$ cat src/rtl/writeback.sv
// rtl/writeback.sv - register-file writeback with in-order load tracking queue
// Optional feature macro: WB_FORWARD_EN (bypass of the registered write to rs1/rs2).
module writeback #(
    parameter int LOAD_Q_DEPTH = 2
) (
    input  logic        clk,
    input  logic        rst,
    input  logic        alu_valid,
    input  logic [4:0]  alu_rd,
    input  logic [31:0] alu_data,
    input  logic        ld_issue,
    input  logic [4:0]  ld_issue_rd,
    input  logic [2:0]  ld_issue_funct3,
    output logic        ld_issue_ready,
    input  logic        ld_resp_valid,
    input  logic [31:0] ld_resp_data,
    output logic        ld_resp_ready,
    input  logic [4:0]  rs1_addr,
    input  logic [4:0]  rs2_addr,
    output logic        hazard,
    output logic        dest_en,
    output logic [4:0]  dest_addr,
    output logic [31:0] dest_data,
    output logic        fwd1_en,
    output logic [31:0] fwd1_data,
    output logic        fwd2_en,
    output logic [31:0] fwd2_data
);

    localparam int PW = (LOAD_Q_DEPTH > 1) ? $clog2(LOAD_Q_DEPTH) : 1;
    localparam int CW = $clog2(LOAD_Q_DEPTH + 1);

    // Queue storage: payload is not reset, only the valid bits and pointers.
    logic [4:0]              rd_q [LOAD_Q_DEPTH];
    logic [2:0]              f3_q [LOAD_Q_DEPTH];
    logic [LOAD_Q_DEPTH-1:0] vld_q, vld_d;
    logic [PW-1:0]           head_q, head_d, tail_q, tail_d;
    logic [CW-1:0]           cnt_q, cnt_d;

    logic        dest_en_q, dest_en_d;
    logic [4:0]  dest_addr_q, dest_addr_d;
    logic [31:0] dest_data_q, dest_data_d;

    logic        push, pop;
    logic [4:0]  head_rd;
    logic [2:0]  head_f3;

    function automatic logic [PW-1:0] ptr_inc(input logic [PW-1:0] p);
        if (LOAD_Q_DEPTH == 1) return '0;
        return (p == PW'(LOAD_Q_DEPTH - 1)) ? '0 : p + 1'b1;
    endfunction

    function automatic logic [31:0] ext_load(input logic [2:0] f3, input logic [31:0] d);
        case (f3)
            3'b000:  return {{24{d[7]}}, d[7:0]};
            3'b001:  return {{16{d[15]}}, d[15:0]};
            3'b100:  return {24'd0, d[7:0]};
            3'b101:  return {16'd0, d[15:0]};
            default: return d;
        endcase
    endfunction

    assign head_rd = rd_q[head_q];
    assign head_f3 = f3_q[head_q];

    // Handshakes: reset forces both sides not-ready; ALU results always win the write port.
    always_comb begin
        ld_issue_ready = !rst && (cnt_q < CW'(LOAD_Q_DEPTH));
        ld_resp_ready  = !rst && (cnt_q != '0) && !alu_valid;
        push           = ld_issue && ld_issue_ready;
        pop            = ld_resp_valid && ld_resp_ready;
    end

    // Hazard looks only at registered entries, so a same-cycle pop still counts and a push does not.
    always_comb begin
        hazard = 1'b0;
        for (int i = 0; i < LOAD_Q_DEPTH; i++) begin
            if (vld_q[i] && (((rs1_addr != 5'd0) && (rs1_addr == rd_q[i])) ||
                             ((rs2_addr != 5'd0) && (rs2_addr == rd_q[i])))) begin
                hazard = 1'b1;
            end
        end
        if (rst) hazard = 1'b0;
    end

    // Queue bookkeeping next-state.
    always_comb begin
        vld_d  = vld_q;
        head_d = head_q;
        tail_d = tail_q;
        cnt_d  = cnt_q;
        if (push) begin
            vld_d[tail_q] = 1'b1;
            tail_d        = ptr_inc(tail_q);
        end
        if (pop) begin
            vld_d[head_q] = 1'b0;
            head_d        = ptr_inc(head_q);
        end
        case ({push, pop})
            2'b10:   cnt_d = cnt_q + 1'b1;
            2'b01:   cnt_d = cnt_q - 1'b1;
            default: cnt_d = cnt_q;
        endcase
    end

    // Queue control registers.
    always_ff @(posedge clk) begin
        if (rst) begin
            vld_q  <= '0;
            head_q <= '0;
            tail_q <= '0;
            cnt_q  <= '0;
        end else begin
            vld_q  <= vld_d;
            head_q <= head_d;
            tail_q <= tail_d;
            cnt_q  <= cnt_d;
        end
    end

    // Queue payload write on accepted issue.
    always_ff @(posedge clk) begin
        if (push) begin
            rd_q[tail_q] <= ld_issue_rd;
            f3_q[tail_q] <= ld_issue_funct3;
        end
    end

    // Select the write-port source; rd=0 writes are dropped and address/data hold.
    always_comb begin
        dest_en_d   = 1'b0;
        dest_addr_d = dest_addr_q;
        dest_data_d = dest_data_q;
        if (alu_valid) begin
            if (alu_rd != 5'd0) begin
                dest_en_d   = 1'b1;
                dest_addr_d = alu_rd;
                dest_data_d = alu_data;
            end
        end else if (pop) begin
            if (head_rd != 5'd0) begin
                dest_en_d   = 1'b1;
                dest_addr_d = head_rd;
                dest_data_d = ext_load(head_f3, ld_resp_data);
            end
        end
    end

    // Registered write port.
    always_ff @(posedge clk) begin
        if (rst) begin
            dest_en_q   <= 1'b0;
            dest_addr_q <= 5'd0;
            dest_data_q <= 32'd0;
        end else begin
            dest_en_q   <= dest_en_d;
            dest_addr_q <= dest_addr_d;
            dest_data_q <= dest_data_d;
        end
    end

    assign dest_en   = dest_en_q && !rst;
    assign dest_addr = dest_addr_q;
    assign dest_data = dest_data_q;

`ifdef WB_FORWARD_EN
    assign fwd1_en   = dest_en && (rs1_addr != 5'd0) && (rs1_addr == dest_addr_q);
    assign fwd2_en   = dest_en && (rs2_addr != 5'd0) && (rs2_addr == dest_addr_q);
    assign fwd1_data = dest_data_q;
    assign fwd2_data = dest_data_q;
`else
    assign fwd1_en   = 1'b0;
    assign fwd2_en   = 1'b0;
    assign fwd1_data = 32'd0;
    assign fwd2_data = 32'd0;
`endif

endmodule
$ cat config.mk
export PLATFORM = sky130hd
export DESIGN_NAME = writeback
export DESIGN_NICKNAME = d
export VERILOG_FILES = /design/src/rtl/writeback.sv
export SDC_FILE = /design/constraint.sdc
export NUM_CORES = 1
export LEC_CHECK = 0
export ABC_AREA = 1
export CORE_MARGIN = 5
export CORE_UTILIZATION = 43
export DETAILED_ROUTE_END_ITERATION = 12
export GPL_TIMING_DRIVEN = 1
export PLACE_DENSITY = 0.87
export SYNTH_ARGS = -nofsm -noshare
export SYNTH_HDL_FRONTEND = slang
export SYNTH_SLANG_ARGS = --single-unit
$ cat constraint.sdc
create_clock -name clk -period 3.7 [get_ports clk]
set_input_delay 0.37 -clock clk [delete_from_list [all_inputs] [get_ports clk]]
set_output_delay 0.37 -clock clk [all_outputs]
set_load 0.02 [all_outputs]
==> results.md <==
- Status: finished, final reports clean
- Largest net degree at the start of global routing: slightly above 40
- Post-CTS Setup Repair Bufs: 0
- CP Max Fanout: 3
- Die area: 10700 um^2
- Drt first pass iters: 4
- Cts-stage hold buffer count: 0
- Die height: between 100 and 150 um
- Leak: 2.40 nW
- H-tree levels: 3
- Worst Clk Skew: 9.56 ps
- Tmin final: approximately 2600 ps
- Initial Util: 0.436
- Clock Root Buffer: clkbuf_8
- Crit path kind: in2out
- Top cells by count, synth: nand2_1, buf_4, dfxtp_1
- # fillers: ~750
- RSZ-0062 raised after global routing: false
- Clk slew on worst S/H paths: ~70 ps
- Layout cells sized above 1: 0.0405
- Clock buffer depth: 2
- Flop pwr share: 0.396
- Comb power frac: 0.240
- CTS tree: done
- Mapped Avg Cell Area: approximately 7.0 um^2
- Internal cell power: 0.00137 W
- Residual DRC: 0
- Setup-failing EPs final: 0
- Ys flop type: dfxtp_1
- FP Rows: 34
- Tcrit/Tclk final: 0.704
- Core area: ~8600 um^2
- Slew HR: 0.416
- Max_cap viols: 0
- Post-synth top area share: 0.239
- Wire length per cell: around 14 um
- CP startpoint kind: primary input
- Sw Share: 0.280
- Ports: 199
- Peak Freq: around 380 MHz
- CP Capture Type: output port
- Total track usage: 0.191
- First-pass GRT wire length: roughly 17000 um
- CP required: roughly 3300 ps
- Synth Instances: approximately 540
- YS warnings: 0
- Mapped Area: around 3800 um^2
- Antenna-violating nets left: 0
- Yosys cell types: 31
- DRT iter0 DRCs: 173
- Layout area overhead: 35.1%
- CTS Buf Count: 9
- DP HPWL: ~8000 um
- Slew @ Worst Pin: roughly 870 ps
- Pins Over Slew Limit: 0
- Largest area contributor in the netlist: dfxtp_1
- DR vias: about 3700
- Final nets: roughly 750
- EDFF count, synth: 16
- Fin cells: 774
- PD cells: roughly 370 nW/um^2
- Cells after DPL: roughly 760
- PostCTS Resize Cnt: 0
- Overflow after GRT: 0
- IO buf count: between 100 and 150
- Final hold violations: 0
- ANT cells: 0
- Clk pwr share: 0.364
- VDD IR max: 0.234 mV
- Die width: slightly above 100 um
- Vias in the first global route: roughly 3600
- Asr flop ratio synth: 0
- Initial antenna violation count: 0
- Post-Route WL: approximately 11000 um
- NetSw: roughly 0.00053 W
- Clock Sinks: 61
- Sequential area share after synthesis: 0.367
- Hold Path Class: reg2reg
- Critical Path AT: around 2200 ps
- FF+latch count, synth: slightly above 60
- Top post-synthesis cells by area: dfxtp_1, nand2_1, buf_4
- RePlAce Congestion: ~0.86
- Sum Neg Setup Slack: 0 ps
- Most frequent cell after synthesis: nand2_1
- DR vias/cell: 4.75
- Worst skew pair latency: 330 ps
-- cells in the final DEF, fill, tap and decap left out, drive strengths merged --
cell / n
bufinv: 3
clkinv: 4
o21a: 1
nor2: 29
nand3b: 1
ha: 1
clkdlybuf4s50: 132
clkbuf: 11
or2: 1
nand2: 212
nor3: 2
buf: 3
dfxtp: 45
nand3: 28
xor2: 7
conb: 66
edfxtp: 16
xnor2: 12
o21ai: 32
a21oi: 24
nand4: 7
inv: 29
-- power by group through the flow --
stage	registers, W	clock network (W)	logic (W)
4_1_cts	0.000754	0.000711	0.000457
2_1_floorplan	0.000800	0	0.000275
3_3_place_gp	0.000766	0	0.000445
5_1_grt	0.000758	0.000744	0.000500
3_5_place_dp	0.000768	0	0.000454
6_report	0.000754	0.000694	0.000458
-- kinds of logic after synthesis --
family	share of synthesized area
and+or+nand+nor	0.306
buffers and inverters	0.199
DFF	0.367
AOI/OAI and AO/OA	0.0803
xor gates and xnor gates	0.0442
adders and majority gates	0.00332
other	0.000995
-- per-layer routing --
layer  share of wire  track usage  vias up
li1                -            -     1807
met2            0.52        0.347      161
met5               0            0        -
met4           0.019       0.0656        0
met3           0.082       0.0585       18
met1            0.38        0.208     1691
-- registers in the layout, indices dropped and copies added, names as in the netlist, named ones only --
register / cells
dest_data: 32
tail_q: 1
dest_addr: 5
dest_en_q: 1
rd_q: 10
f3_q: 6
head_q: 1
cnt_q: 2
vld_q: 2
-- worst paths after layout --
check	startpoint	endpoint	slack [ps]	depth (start not counted)
worst min register to register	dest_data[10]	dest_data[10]	440	2
worst max register to register	flip-flop	dest_data[15]	1270	10
worst max-delay path	rs1_addr[3]	hazard	1090	9
worst min-delay path	dest_data[10]	dest_data[10]	440	2
-- critical path, cell delays in order --
cell and delay, ps:
clkdlybuf4s50_1 550, xnor2_1 130, nand2_1 80, nor2_1 100
nand2_1 70, nand2_1 60, nand2_1 40, a21oi_1 170
clkdlybuf4s50_1 650
-- through the flow --
stage | setup slack, ps | utilization | hold WS (ps) | instance area (um^2) | total power [W]
after floorplan | 1790 | - | 443 | 4010 | 0.00108
after global placement | 1040 | 0.563 | 429 | 4860 | 0.00121
after detailed placement | 1000 | 0.563 | 431 | 4860 | 0.00122
after CTS | 1080 | 0.589 | 448 | 5090 | 0.00192
after global routing | 920 | 0.589 | 472 | 5090 | 0.00200
final | 1090 | 0.589 | 444 | 5090 | 0.00191
-- cell type report --
class	instances	area [um^2]	area share
well taps	108	135	0.0265
clock buffers	11	131	0.0258
repair buffers	135	1340	0.264
multi-input cells	423	1880	0.370
inverters	31	116	0.0229
flip-flops and latches	61	1380	0.271
clock inverters	5	98.8	0.0194
No activity file was read; power rests on OpenSTA's default activity.
